**src/rtl/seg_scan_ctrl.sv**
```systemverilog
// Time-multiplexed scan controller for an N-digit common-anode 7-segment display.
// Define SEG_LZ_BLANK_EN to enable leading-zero blanking.
module seg_scan_ctrl #(
  parameter int unsigned NUM_DIGITS   = 4,
  parameter int unsigned REFRESH_DIV  = 50000,
  parameter int unsigned BLANK_CYCLES = 500
) (
  input  logic                    clk,
  input  logic                    rst_n,
  input  logic                    scan_en,
  input  logic [NUM_DIGITS-1:0]   digit_en,
  input  logic [4*NUM_DIGITS-1:0] load_data,
  input  logic                    load_valid,
  output logic                    load_ready,
  output logic [6:0]              seg_n,
  output logic [NUM_DIGITS-1:0]   an_n,
  output logic                    frame_done
);

  localparam int unsigned CntW = (REFRESH_DIV > 1) ? $clog2(REFRESH_DIV) : 1;
  localparam int unsigned DigW = (NUM_DIGITS > 1) ? $clog2(NUM_DIGITS) : 1;

  localparam logic [CntW-1:0] BlankLast = CntW'((BLANK_CYCLES > 0) ? BLANK_CYCLES - 1 : 0);
  localparam logic [CntW-1:0] DriveLast = CntW'(REFRESH_DIV - 1);
  localparam logic [DigW-1:0] DigLast   = DigW'(NUM_DIGITS - 1);

  typedef enum logic [1:0] {StOff, StBlank, StDrive} state_e;

  state_e                  state_q, state_d;
  logic [CntW-1:0]         cnt_q, cnt_d;
  logic [DigW-1:0]         dig_q, dig_d;
  logic [4*NUM_DIGITS-1:0] disp_q, disp_d;
  logic [4*NUM_DIGITS-1:0] pend_q, pend_d;
  logic                    pend_valid_q, pend_valid_d;
  logic [NUM_DIGITS-1:0]   an_q, an_d;
  logic [6:0]              seg_q, seg_d;
  logic                    frame_done_q;

  logic                    frame_end;
  logic                    commit;
  logic                    accept;
  logic [NUM_DIGITS-1:0]   oh_d;
  logic [3:0]              nib;
  logic                    lz_hit;

  function automatic logic [6:0] decode(input logic [3:0] val);
    logic [6:0] s;
    case (val)
      4'h0: s = 7'h40;
      4'h1: s = 7'h79;
      4'h2: s = 7'h24;
      4'h3: s = 7'h30;
      4'h4: s = 7'h19;
      4'h5: s = 7'h12;
      4'h6: s = 7'h02;
      4'h7: s = 7'h78;
      4'h8: s = 7'h00;
      4'h9: s = 7'h10;
      4'hA: s = 7'h08;
      4'hB: s = 7'h03;
      4'hC: s = 7'h46;
      4'hD: s = 7'h21;
      4'hE: s = 7'h06;
      default: s = 7'h0E;
    endcase
    return s;
  endfunction

  // Scan sequencing: slot counter, digit index and phase.
  always_comb begin
    state_d   = state_q;
    cnt_d     = cnt_q;
    dig_d     = dig_q;
    frame_end = 1'b0;
    if (!scan_en) begin
      state_d = StOff;
      cnt_d   = '0;
      dig_d   = '0;
    end else begin
      unique case (state_q)
        StOff: begin
          cnt_d   = '0;
          dig_d   = '0;
          state_d = (BLANK_CYCLES == 0) ? StDrive : StBlank;
        end
        StBlank: begin
          cnt_d = cnt_q + 1'b1;
          if (BLANK_CYCLES == 0 || cnt_q == BlankLast) state_d = StDrive;
        end
        StDrive: begin
          if (cnt_q == DriveLast) begin
            cnt_d     = '0;
            frame_end = (dig_q == DigLast);
            dig_d     = frame_end ? '0 : dig_q + 1'b1;
            state_d   = (BLANK_CYCLES == 0) ? StDrive : StBlank;
          end else begin
            cnt_d = cnt_q + 1'b1;
          end
        end
        default: state_d = StBlank;
      endcase
    end
  end

  // Pending value only lands at a frame boundary (or immediately while dark).
  always_comb begin
    commit       = pend_valid_q && (frame_end || state_q == StOff);
    accept       = load_valid && !pend_valid_q;
    disp_d       = commit ? pend_q : disp_q;
    pend_d       = accept ? load_data : pend_q;
    pend_valid_d = pend_valid_q;
    if (accept) begin
      pend_valid_d = 1'b1;
    end else if (commit) begin
      pend_valid_d = 1'b0;
    end
  end

  always_comb begin
    oh_d = '0;
    nib  = '0;
    for (int i = 0; i < NUM_DIGITS; i++) begin
      oh_d[i] = (dig_d == DigW'(i));
      if (oh_d[i]) nib = disp_d[4*i +: 4];
    end
  end

`ifdef SEG_LZ_BLANK_EN
  logic [NUM_DIGITS-1:0] lz;
  logic                  lz_acc;

  // lz[i] set when digit i and every digit above it are zero; digit 0 never blanks.
  always_comb begin
    lz     = '0;
    lz_acc = 1'b1;
    for (int i = NUM_DIGITS - 1; i >= 1; i--) begin
      lz_acc = lz_acc & (disp_d[4*i +: 4] == 4'h0);
      lz[i]  = lz_acc;
    end
    lz_hit = |(lz & oh_d);
  end
`else
  assign lz_hit = 1'b0;
`endif

  always_comb begin
    an_d  = '1;
    seg_d = 7'h7F;
    if (state_d == StDrive) begin
      an_d  = ~(oh_d & digit_en);
      seg_d = lz_hit ? 7'h7F : decode(nib);
    end
  end

  always_ff @(posedge clk) begin
    if (!rst_n) begin
      state_q      <= StBlank;
      cnt_q        <= '0;
      dig_q        <= '0;
      disp_q       <= '0;
      pend_q       <= '0;
      pend_valid_q <= 1'b0;
      an_q         <= '1;
      seg_q        <= 7'h7F;
      frame_done_q <= 1'b0;
    end else begin
      state_q      <= state_d;
      cnt_q        <= cnt_d;
      dig_q        <= dig_d;
      disp_q       <= disp_d;
      pend_q       <= pend_d;
      pend_valid_q <= pend_valid_d;
      an_q         <= an_d;
      seg_q        <= seg_d;
      frame_done_q <= frame_end;
    end
  end

  assign load_ready = !pend_valid_q;
  assign an_n       = an_q;
  assign seg_n      = seg_q;
  assign frame_done = frame_done_q;

endmodule

```
**config.mk**
```make
export PLATFORM = sky130hd
export DESIGN_NAME = seg_scan_ctrl
export DESIGN_NICKNAME = d
export VERILOG_FILES = /design/src/rtl/seg_scan_ctrl.sv
export SDC_FILE = /design/constraint.sdc
export NUM_CORES = 1
export LEC_CHECK = 0
export ABC_AREA = 1
export CAP_MARGIN = 10
export CORE_MARGIN = 2
export CORE_UTILIZATION = 45
export DETAILED_ROUTE_END_ITERATION = 8
export GPL_ROUTABILITY_DRIVEN = 0
export PLACE_DENSITY = 0.77
export SYNTH_ARGS = -nofsm -noshare
export SYNTH_HDL_FRONTEND = slang
export SYNTH_SLANG_ARGS = --single-unit
```
**constraint.sdc**
```tcl
create_clock -name clk -period 4.06 [get_ports clk]
set_clock_uncertainty 0.1 [all_clocks]
set_input_delay 0.812 -clock clk [delete_from_list [all_inputs] [get_ports clk]]
set_output_delay 0.812 -clock clk [all_outputs]
set_load 0.005 [all_outputs]
```
# Yosys cells after proc, flatten, opt, wreduce, memory -nomap -nowiden

Memory sizes are Yosys's and may differ from the RTL's. A register that Yosys moved wholly into a read port is not among the register bits.
Index checks and enable logic that the tools add are counted.

Bits in registers: 58
Latch bits: 0
RAM bits: 0
Memory bits (read-only): 112
Bits of input ports: 24
Output and inout bits: 13
Word-level logic and storage cells: 53
Memories: 1

Memories:

| name            | depth | bits a word | rd ports | clocked after memory_dff | write ports | line | RTL |
|---|---|---|---|---|---|---|---|
| (no name shown) | 16    | 7           | 1        | 1                        | 0           | 48   | `case (val)` |

Add/subtract/negate cells: 2
$mul: 0
Divide/modulo/power cells: 0
Order comparisons: 0
Eq/ne operators: 9
Shifts and indexed selects: 0
Mux-type cells: 20
Bitwise gates (word level): 2
Reduce and logical (&&, ||, !) cells: 11

Operator list:

| cell                  | count |
|---|---|
| $pmux 16 s3           | 1 |
| $mux 16               | 2 |
| $add 16x1->16 const B | 1 |
| $eq 16x16->1 const B  | 1 |
| $eq 16x9->1 const B   | 1 |
| $mux 4                | 4 |
| $mux 2                | 6 |
| $eq 2x2->1 const B    | 5 |
| $pmux 2 s2            | 2 |
| $mux 1                | 5 |
| $and 4x4->4           | 1 |
| $eq 2x1->1 const B    | 2 |
| $logic_not 2->1       | 2 |
| $not 4->4             | 1 |
| $reduce_and 2->1      | 2 |
| $reduce_bool 3->1     | 1 |
| $add 2x1->2 const B   | 1 |
| $logic_and 1x1->1     | 2 |
| $logic_not 1->1       | 2 |
| $reduce_bool 2->1     | 1 |
| $logic_or 1x1->1      | 1 |

# Longest topological paths before layout

Gate-level depths: netlist (run 1).

Word-level depth: 11
Mapped depth: 20
Depth with buffers taken out: 19

# Worst setup path before layout (run 1)

OpenSTA, ideal clock, no wires.

Kind: input -> register
Start point: in scan_en
End point: reg seg_q[3], in the netlist seg_n[3]
Setup time: 0.116 ns
Arrival time: 2.450 ns
Data required time: 3.844 ns
Setup slack: 1.394 ns
Stages: 18
Path buffers: 2
Cells stage by stage: inv_2 nor3_2 nand3_2 nand2_4 nand2_4 buf_6 buf_6 nand2_2 nand2_1 nand2_1 nand3_2 nor2_4 inv_1 ha_1 nand4_1 nand3_1 nand2_1 nand2_1

Word-level cells in the longest chain between the ends: 8
Elaborated cells on any way between the ends: 17
Classes of those cells: eq/ne: 4; mux: 8; reduce/logical: 5

Ends and longest elaborated chain:

| what                | line | RTL |
|---|---|---|
| from (decl)         | 10   | `input logic scan_en,` |
| $mux 1              | 75   | `if (!scan_en) begin` |
| $logic_or 1x1->1    | 107  | `commit = pend_valid_q && (frame_end \|\| state_q == StOff);` |
| $logic_and 1x1->1   | 107  |  |
| $mux 16             | 109  | `disp_d = commit ? pend_q : disp_q;` |
| $mux 4 (4 in a row) | 124  | `if (oh_d[i]) nib = disp_d[4*i +: 4];` |
| to (decl)           | 36   | `logic [6:0] seg_q, seg_d;` |

Parallel ways exist; a longest one is shown, timed or not.
A chain may end at the register's enable or synchronous reset.

# Worst setup path in the final report (run 1)

Ends and elaborated chain as after synthesis.

==> results.cfg, run 1 <==
[synthesis]
ys_warn_count = 0
yosysTopAreaCell = dfxtp_1
synth_edf_count = 0
ys_ff_latch = 65
yosys.area.top_type_share = 0.3939
ys_top_cells_by_count = 102 x nand2_1, 72 x nor2_1, 65 x dfxtp_1
synth_most_common_cell = nand2_1
synthCells = 454
synth.cell_area_sq_um = 3303
syn_nets = 490
synthArstFlopShare = 0
yosysSeqAreaShare = 0.3939
synth_area_leaders = dfxtp_1 39%, nand2_1 12%, nor2_1 8.2%, inv_1 4.9%, ha_1 4.5%
avgSynthCellArea_sq_um = 7.276
synth_ff_type = dfxtp_1
synthDistinctLibCells = 41

[sta]
slew_viol_final = 0
relSlewSlack = 0.5229
setup_viol = 0
final.setup.worst_slack_ns = 0.9564
finalCritPeriodShare = 0.7644
rsz0062_at_grt = false
tightest_slew_ns = 0.7130
clock.fmax_mhz = 322.2
period_needed_ns = 3.104
hold_violations = 0
finalSetupTns_ns = 0

[route]
vias_per_cell = 5.042
num_vias = 3005
antenna_left = 0
first_iter_violations = 207
first_pass_iters = 4
drc = 0
wire_per_inst_microns = 12.09
totalWireLength_microns = 7204

[cells_and_area]
n_fill_cell = 648
num-nets-final = 528
diodes = 0
area_delta_synth_final_pct = 19.58
layout-drive-gt1-share = 0.1288
ff_latch_area_sq_um = 1301
multi_input_area_sq_um = 1749

[pwr]
p_per_area_nw_per_um2 = 350.4
cellLeakagePower_nw = 1.723
ir_drop_mv = 0.1454

[global_route]
antenna_found_initial = 0
grt_pass1_wl_microns = 12150
grt_use_total = 0.1927
first_global_vias = 2716
grt_use_met3 = 0.04479
met2_usage = 0.3035
grt_max_degree = 21
overflow = 0
top_usage_layer = met2
use_met1 = 0.2593

[place]
hpwl_microns = 5171
port_buffers = 36
dp_worst_setup_slack_ns = 0.5933

[worst_setup_path]
worstPathArrival_ns = 3.24
worstRegToRegCells = 19
setup.worst_path.class = input pin to flop
startpoint_type = input pin
worst-path-stages = 16
critPathBufInv = 3
slowest_stage = clkdlybuf4s50_1
end_kind = flop
r2r_slack_ns = 1.23
critPathTopFamily = simple AND/OR/NAND/NOR gates
cp_max_fo = 20
path_cells = clkdlybuf4s50_1 -> inv_2 -> nor3_2 -> nand3_2 -> nand2_4 -> nand2_4 -> or2_0 -> o21ai_1 -> nor2_1 -> nor2_4 -> inv_1 -> ha_1 -> nand2_2 -> nand3_1 -> nand2_1 -> nand2_1
cp.required_ns = 4.20
max_stage_delay_ns = 0.56

[run_status]
status = completed

[floorplanning]
pin_count = 37
die_w_microns = 89.68
die_h_microns = 89.68
initial_core_util = 0.4603
placementRows = 31
dieArea_sq_um = 8042
coreArea_sq_um = 7176

[job]
maxCapViolations = 0

[clock_network]
post-cts-setup-buffers = 0
hold_buffers = 0
cts_resized = 0
cts_tree = done
cts.reportedPaths.clkPinSlew_ns = 0.08
clock_latency_ns = 0.35
cts_made_buffers = 9
clockBufferDepth = 2
numClockSinks = 65
root_buffer = clkbuf_8
htreeDepth = 3

[min_path]
hold_path_depth = 2
worst_hold_path_type = flop to flop
flip-flops by register name, summed over array words and instances, names as in the netlist:
signal	flops
an_n	4
dig_q	2
frame_done	1
pend_q	16
seg_n	7
state_q	2
disp_q	16
cnt_q	16
pend_valid_q	1
cell usage in the layout, fill, tap and decap left out, types with 3 or more instances in the layout:
cell and instances:
a21oi_1 19, nand2_4 6, nor2_1 72, inv_1 43, inv_6 3, inv_2 6, dfxtp_1 65, nand3_1 21
clkdlybuf4s50_1 36, nand3_2 4, clkbuf_8 9, nand3b_1 3, nand2_1 102, ha_1 12, nand4_1 9, nor3_1 3
a221oi_1 4, o21ai_0 19, nand2_2 13, nor2_4 6, nor2_2 5, a211oi_1 3, nor4_1 3, o21ai_1 4
per-stage QoR:
stage	cells	hold WS, ns	power (mW)	util	instance area [sq um]
after floorplan	454	0.3299	0.7627	-	3303
after global placement	580	0.3556	0.8048	0.5214	3741
after detailed placement	580	0.3552	0.8070	0.5214	3741
after CTS	596	0.3657	1.393	0.5505	3950
after global routing	596	0.3881	1.442	0.5505	3950
final	596	0.3632	1.384	0.5505	3950
cell families after synthesis:
kind of cell | share of synthesized area
AOI/OAI and AO/OA | 0.1000
xor gates and xnor gates | 0.007956
adders and majority gates | 0.04545
buffers and inverters | 0.07651
DFF | 0.3939
and+or+nand+nor | 0.3761
metal layers:
metal / wire length [microns] / part of all wire
met5: 0 / 0
met4: 129 / 0.018
met3: 305 / 0.042
met2: 3263 / 0.45
met1: 3506 / 0.49
where the power goes:
part / internal (mW) / total (mW) / switching, mW
registers: 0.657 / 0.670 / 0.0127
logic: 0.0525 / 0.124 / 0.0719
clock network: 0.296 / 0.590 / 0.294
final cells by class:
type	count	share of cell area
well taps	99	0.03136
clock buffers	9	0.03136
clock inverters	7	0.02154
repair buffers	38	0.09503
inverters	51	0.04846
multi-input cells	327	0.4428
flip-flops and latches	65	0.3294
worst paths after layout:
| path | startpoint | endpoint |
|---|---|---|
| max | scan_en | seg_n[3] |
| min reg2reg | pend_q[7] | pend_q[7] |
| min | pend_q[7] | pend_q[7] |
| max reg2reg | state_q[0] | seg_n[3] |
worst reg2reg max path, cell delays in order (launching register included):
cell     delay [ns]
dfxtp_1        0.39
inv_1          0.09
ha_1           0.27
inv_1          0.15
nor3_2         0.06
nand3_2        0.09
nand2_4        0.07
nand2_4        0.21
inv_2          0.16
nand2_1        0.13
nand2_1        0.06
nand2_1        0.07
nand3_2        0.10
nor2_4         0.16
inv_1          0.10
ha_1           0.24
nand2_2        0.09
nand3_1        0.07
nand2_1        0.07
nand2_1        0.04
Note: power is estimated with default switching activity, not from simulation.
==> run 2: changes to the inputs <==
Settings changed: PLACE_DENSITY 0.77 to 0.8.
Clock period 4.06 ns to 2.83 ns, I/O delays scaled along.
==> run 2 against run 1 <==
- clock power grew 35%
- sequential share of layout area down 1.5 points
- via count is 2.3% higher
- die area did not move
- highest routed layer unchanged
- count of clock-buffer cells in the layout unchanged
- cell count is 3.5% higher
- critical path depth rose by 2
- first-iteration DRC count is 13% lower
- wire length increased by 1.5%
- setup slack worse by 0.81 ns
- hold slack improved by 0.011 ns
- combinational power increased by 61%
==> results.cfg, run 2 (same netlist as run 1, synthesis figures left out) <==
[clock_network]
clockBufferDepth = 2
clock_latency_ns = 0.35
cts_tree = done
root_buffer = clkbuf_8
numClockSinks = 65
cts_made_buffers = 9
cts.reportedPaths.clkPinSlew_ns = 0.08
htreeDepth = 3

[cells_and_area]
layout-drive-gt1-share = 0.1757
reg_top3 = cnt_q x16, disp_q x16, pend_q x16
diodes = 0
final_util = 0.5782
final_cell_mix = 102 x nand2_1, 71 x nor2_1, 63 x dfxtp_1, 42 x inv_1, 36 x clkdlybuf4s50_1
area_delta_synth_final_pct = 25.61
num-nets-final = 549
layout_commonest_cell = nand2_1

[pwr]
cellLeakagePower_nw = 1.824
p_per_area_nw_per_um2 = 472.3
ir_drop_mv = 0.2266

[min_path]
hold_path_depth = 2
worst_hold_path_type = flop to flop

[floorplanning]
die_w_microns = 89.68
pin_count = 37
dieArea_sq_um = 8042
initial_core_util = 0.4603
placementRows = 31
coreArea_sq_um = 7176
die_h_microns = 89.68

[sta]
holdWs_ns = 0.3740
hold_violations = 0
finalCritPeriodShare = 0.9493
slew_viol_final = 0
tightest_slew_ns = 0.6368
clock.fmax_mhz = 372.2
final.setup.worst_slack_ns = 0.1435
period_needed_ns = 2.686
setup_viol = 0
relSlewSlack = 0.5750

[global_route]
first_global_vias = 2836
overflow = 0
antenna_found_initial = 0
grt_use_total = 0.1948
grt_pass1_wl_microns = 12290
grt_max_degree = 21

[worst_setup_path]
crit_top_cell = nand2_1
setup.worst_path.class = input pin to flop
worstRegToRegCells = 19
slowest_stage = clkdlybuf4s50_1
end_kind = flop
startpoint_type = input pin
cp.required_ns = 3.03
path_cells = clkdlybuf4s50_1 -> inv_2 -> nor3_4 -> nand3_2 -> nand2_4 -> nand2_4 -> buf_12 -> nand2_2 -> nand2_1 -> nand2_1 -> nand3_2 -> nor2_4 -> buf_4 -> ha_1 -> nand4_1 -> nand3_1 -> nand2_1 -> nand2_1
cp_max_fo = 8
worstPathArrival_ns = 2.88
max_stage_delay_ns = 0.49

[route]
wire_per_inst_microns = 11.85
first_iter_violations = 180
first_pass_iters = 4
totalWireLength_microns = 7313
antenna_left = 0
vias_per_cell = 4.984
drc = 0
num_vias = 3075

[job]
maxCapViolations = 0

[place]
dp_worst_setup_slack_ns = -0.1556
port_buffers = 36
hpwl_microns = 5401

[run_status]
status = completed
-- run 2: cell count changes in the layout (fill, tap and decap cells not counted), sizes merged --
cell,delta
buf,+21
clkinv,+1
clkinvlp,+1
inv,-2
-- run 2: timing repair --
action | in CTS | in global routing
setup endpoints to repair | 0 | 7
gates resized for setup | 0 | 10
hold endpoints to repair | 0 | 0
hold buffers | 0 | 0
setup buffers | 0 | 2
-- run 2: power breakdown --
part           total [mW]  switching [mW]  leakage (nW)  internal, mW
sequential          0.961          0.0178         0.529         0.943
clock               0.799           0.385         0.100         0.413
combinational       0.200           0.110          1.19        0.0898
-- run 2: worst paths after layout --
kind | to | from | slack [ns]
min reg2reg | disp_q[11] | disp_q[11] | 0.37
min | disp_q[11] | disp_q[11] | 0.37
max reg2reg | seg_n[3] | state_q[1] | 0.17
max | seg_n[3] | scan_en | 0.14
-- run 2: layer usage --
| metal | global-route usage | part of all wire | vias to the layer above |
|---|---|---|---|
| met4 | 0.1031 | 0.023 | 0 |
| met5 | 0 | 0 | - |
| met3 | 0.03748 | 0.049 | 15 |
| met1 | 0.2541 | 0.48 | 1390 |
| met2 | 0.3048 | 0.45 | 90 |
| li1 | - | - | 1580 |
-- run 2: cell type report --
type,count,area (sq um)
Clock inverter,7,77.57
Tap cell,99,123.9
Fill cell,624,3027
Sequential cell,65,1304
Clock buffer,9,123.9
Multi-Input combinational cell,327,1780
Inverter,51,193.9
Timing Repair Buffer,59,545.5
-- run 2: stage by stage --
| stage | instance area (sq um) | total power, mW | setup TNS [ns] | cells |
|---|---|---|---|---|
| floorplan | 3303 | 1.094 | 0 | 454 |
| global placement | 3896 | 1.168 | -0.2460 | 599 |
| detailed placement | 3896 | 1.174 | -0.7373 | 599 |
| CTS | 4098 | 1.970 | 0 | 615 |
| global route | 4149 | 2.042 | -0.02433 | 617 |
| finish | 4149 | 1.959 | 0 | 617 |
-- run 2: worst max-delay path, delay by kind of cell --
family / cells / cell delay, ns
AND/OR/NAND/NOR: 13 / 1.26
buffers and inverters: 4 / 0.84
adder cells (fa/ha/maj): 1 / 0.22
==> run 3: changes to the inputs <==
Settings changed: CTS_BUF_LIST set to sky130_fd_sc_hd__clkbuf_16.
==> run 3 against run 2 <==
- setup slack improved by 0.053 ns
- sequential power barely moved
- hold slack got worse by 0.0027 ns
- combinational power is essentially flat
- count of clock-buffer cells in the layout unchanged
==> results.cfg, run 3 (same netlist as run 1, synthesis figures left out) <==
[floorplanning]
die_w_microns = 89.68
coreArea_sq_um = 7176
pin_count = 37
placementRows = 31
die_h_microns = 89.68
initial_core_util = 0.4603
dieArea_sq_um = 8042

[sta]
slew_viol_final = 0
relSlewSlack = 0.5637
holdWs_ns = 0.3713
period_needed_ns = 2.633
finalCritPeriodShare = 0.9305
clock.fmax_mhz = 379.8
tightest_slew_ns = 0.6537
final.setup.worst_slack_ns = 0.1968
finalSetupTns_ns = 0
hold_violations = 0
setup_viol = 0

[worst_setup_path]
worstReg2RegStart = state_q[1]
startpoint_type = flop
worstPathArrival_ns = 2.74
worstRegToRegCells = 19
setup.worst_path.class = flop to flop
r2r_slack_ns = 0.20
end_kind = flop
rr_endpoint = seg_n[3]
crit_start = state_q[1]
cp_max_fo = 5
cp.required_ns = 2.94

[min_path]
hold_path_depth = 2
worst_hold_path_type = flop to flop
hold_end = disp_q[11]
min_from = disp_q[11]

[global_route]
overflow = 0
grt_pass1_wl_microns = 12460
grt_use_met3 = 0.05484
use_met1 = 0.2571
top_usage_layer = met2
antenna_found_initial = 0
grt_use_total = 0.1975
grt_max_degree = 21
met2_usage = 0.3128
first_global_vias = 2826

[cells_and_area]
reg_top3 = cnt_q x16, disp_q x16, pend_q x16
final_util = 0.5901
final_cells = 616
n_fill_cell = 602
num-nets-final = 548
diodes = 0
final_cell_mix = 102 x nand2_1, 71 x nor2_1, 64 x dfxtp_1, 41 x inv_1, 35 x clkdlybuf4s50_1
layout_commonest_cell = nand2_1
area_delta_synth_final_pct = 28.18
layout-drive-gt1-share = 0.1741

[place]
port_buffers = 36
dp_worst_setup_slack_ns = -0.1556
hpwl_microns = 5401
place_inst = 599

[job]
maxCapViolations = 0

[route]
first_iter_violations = 170
antenna_left = 0
num_vias = 3116
first_pass_iters = 5
totalWireLength_microns = 7469
drc = 0
vias_per_cell = 5.058
wire_per_inst_microns = 12.13

[clock_network]
numClockSinks = 65
cts_tree = done
clock_latency_ns = 0.33
cts_made_buffers = 9
hold_buffers = 0
cts.reportedPaths.clkPinSlew_ns = 0.06
root_buffer = clkbuf_16
clockBufferDepth = 2
htreeDepth = 3

[pwr]
ir_drop_mv = 0.2968
p_per_area_nw_per_um2 = 535.9
cellLeakagePower_nw = 1.872

[run_status]
status = completed
run 3: cell types whose count changed in the layout (fill, tap and decap cells not counted):
cell,previous run,this run
a21oi_4,1,0
dfxtp_2,2,1
clkdlybuf4s50_1,36,35
inv_1,42,41
inv_4,1,0
clkbuf_16,0,9
clkbuf_8,9,0
a21oi_2,1,2
dlymetal6s2s_1,0,1
buf_4,22,21
dfxtp_1,63,64
inv_2,6,8
run 3: what timing repair did:
action | in CTS | in global routing
buffers inserted | 0 | 1
endpoints found under the setup margin | 0 | 7
resized for setup | 0 | 9
run 3: area by class of cell:
type / instances / area [sq um] / share of cell area
flip-flops and latches: 65 / 1303 / 0.3076
well taps: 99 / 123.9 / 0.02926
repair buffers: 58 / 540.5 / 0.1277
multi-input cells: 327 / 1773 / 0.4187
clock inverters: 7 / 77.57 / 0.01832
inverters: 51 / 191.4 / 0.04521
clock buffers: 9 / 225.2 / 0.05319
run 3: worst max-delay path by stage:
stage / to / slack (ns) / cells past startpoint
after floorplan: seg_n[3] / 0.32 / 20
after global placement: seg_n[3] / -0.08 / 16
after detailed placement: seg_n[3] / -0.16 / 16
after CTS: seg_n[3] / 0.09 / 19
after global routing: seg_n[3] / -0.01 / 17
final: seg_n[3] / 0.20 / 19
run 3: critical path, cell delays in order, from the launching register on:
cell,delay (ns)
dfxtp_1,0.38
inv_1,0.09
ha_1,0.20
inv_1,0.11
nand2_1,0.06
o22ai_1,0.19
inv_1,0.06
nand2_1,0.08
nand2_2,0.13
nand2_2,0.12
inv_2,0.05
nand2_1,0.07
nand3_2,0.09
nor2_4,0.17
inv_2,0.07
ha_1,0.20
nand4_1,0.12
nand3_1,0.09
nand2_1,0.08
nand2_1,0.04
run 3: routing by layer:
metal / vias up / wire [microns]
li1: 1573 / -
met1: 1422 / 3487
met2: 107 / 3414
met3: 14 / 439
met4: 0 / 127
met5: - / 0
run 3: per-stage QoR:
stage	power, mW	cell area (sq um)
after floorplan	1.094	3303
after global placement	1.168	3896
after detailed placement	1.174	3896
after CTS	2.283	4199
after global routing	2.350	4234
final	2.269	4234
run 3: report_power, final:
| part | internal (mW) | leakage [nW] | switching (mW) |
|---|---|---|---|
| Sequential | 0.944 | 0.529 | 0.0179 |
| Combinational | 0.0884 | 1.20 | 0.110 |
| Clock | 0.688 | 0.146 | 0.420 |
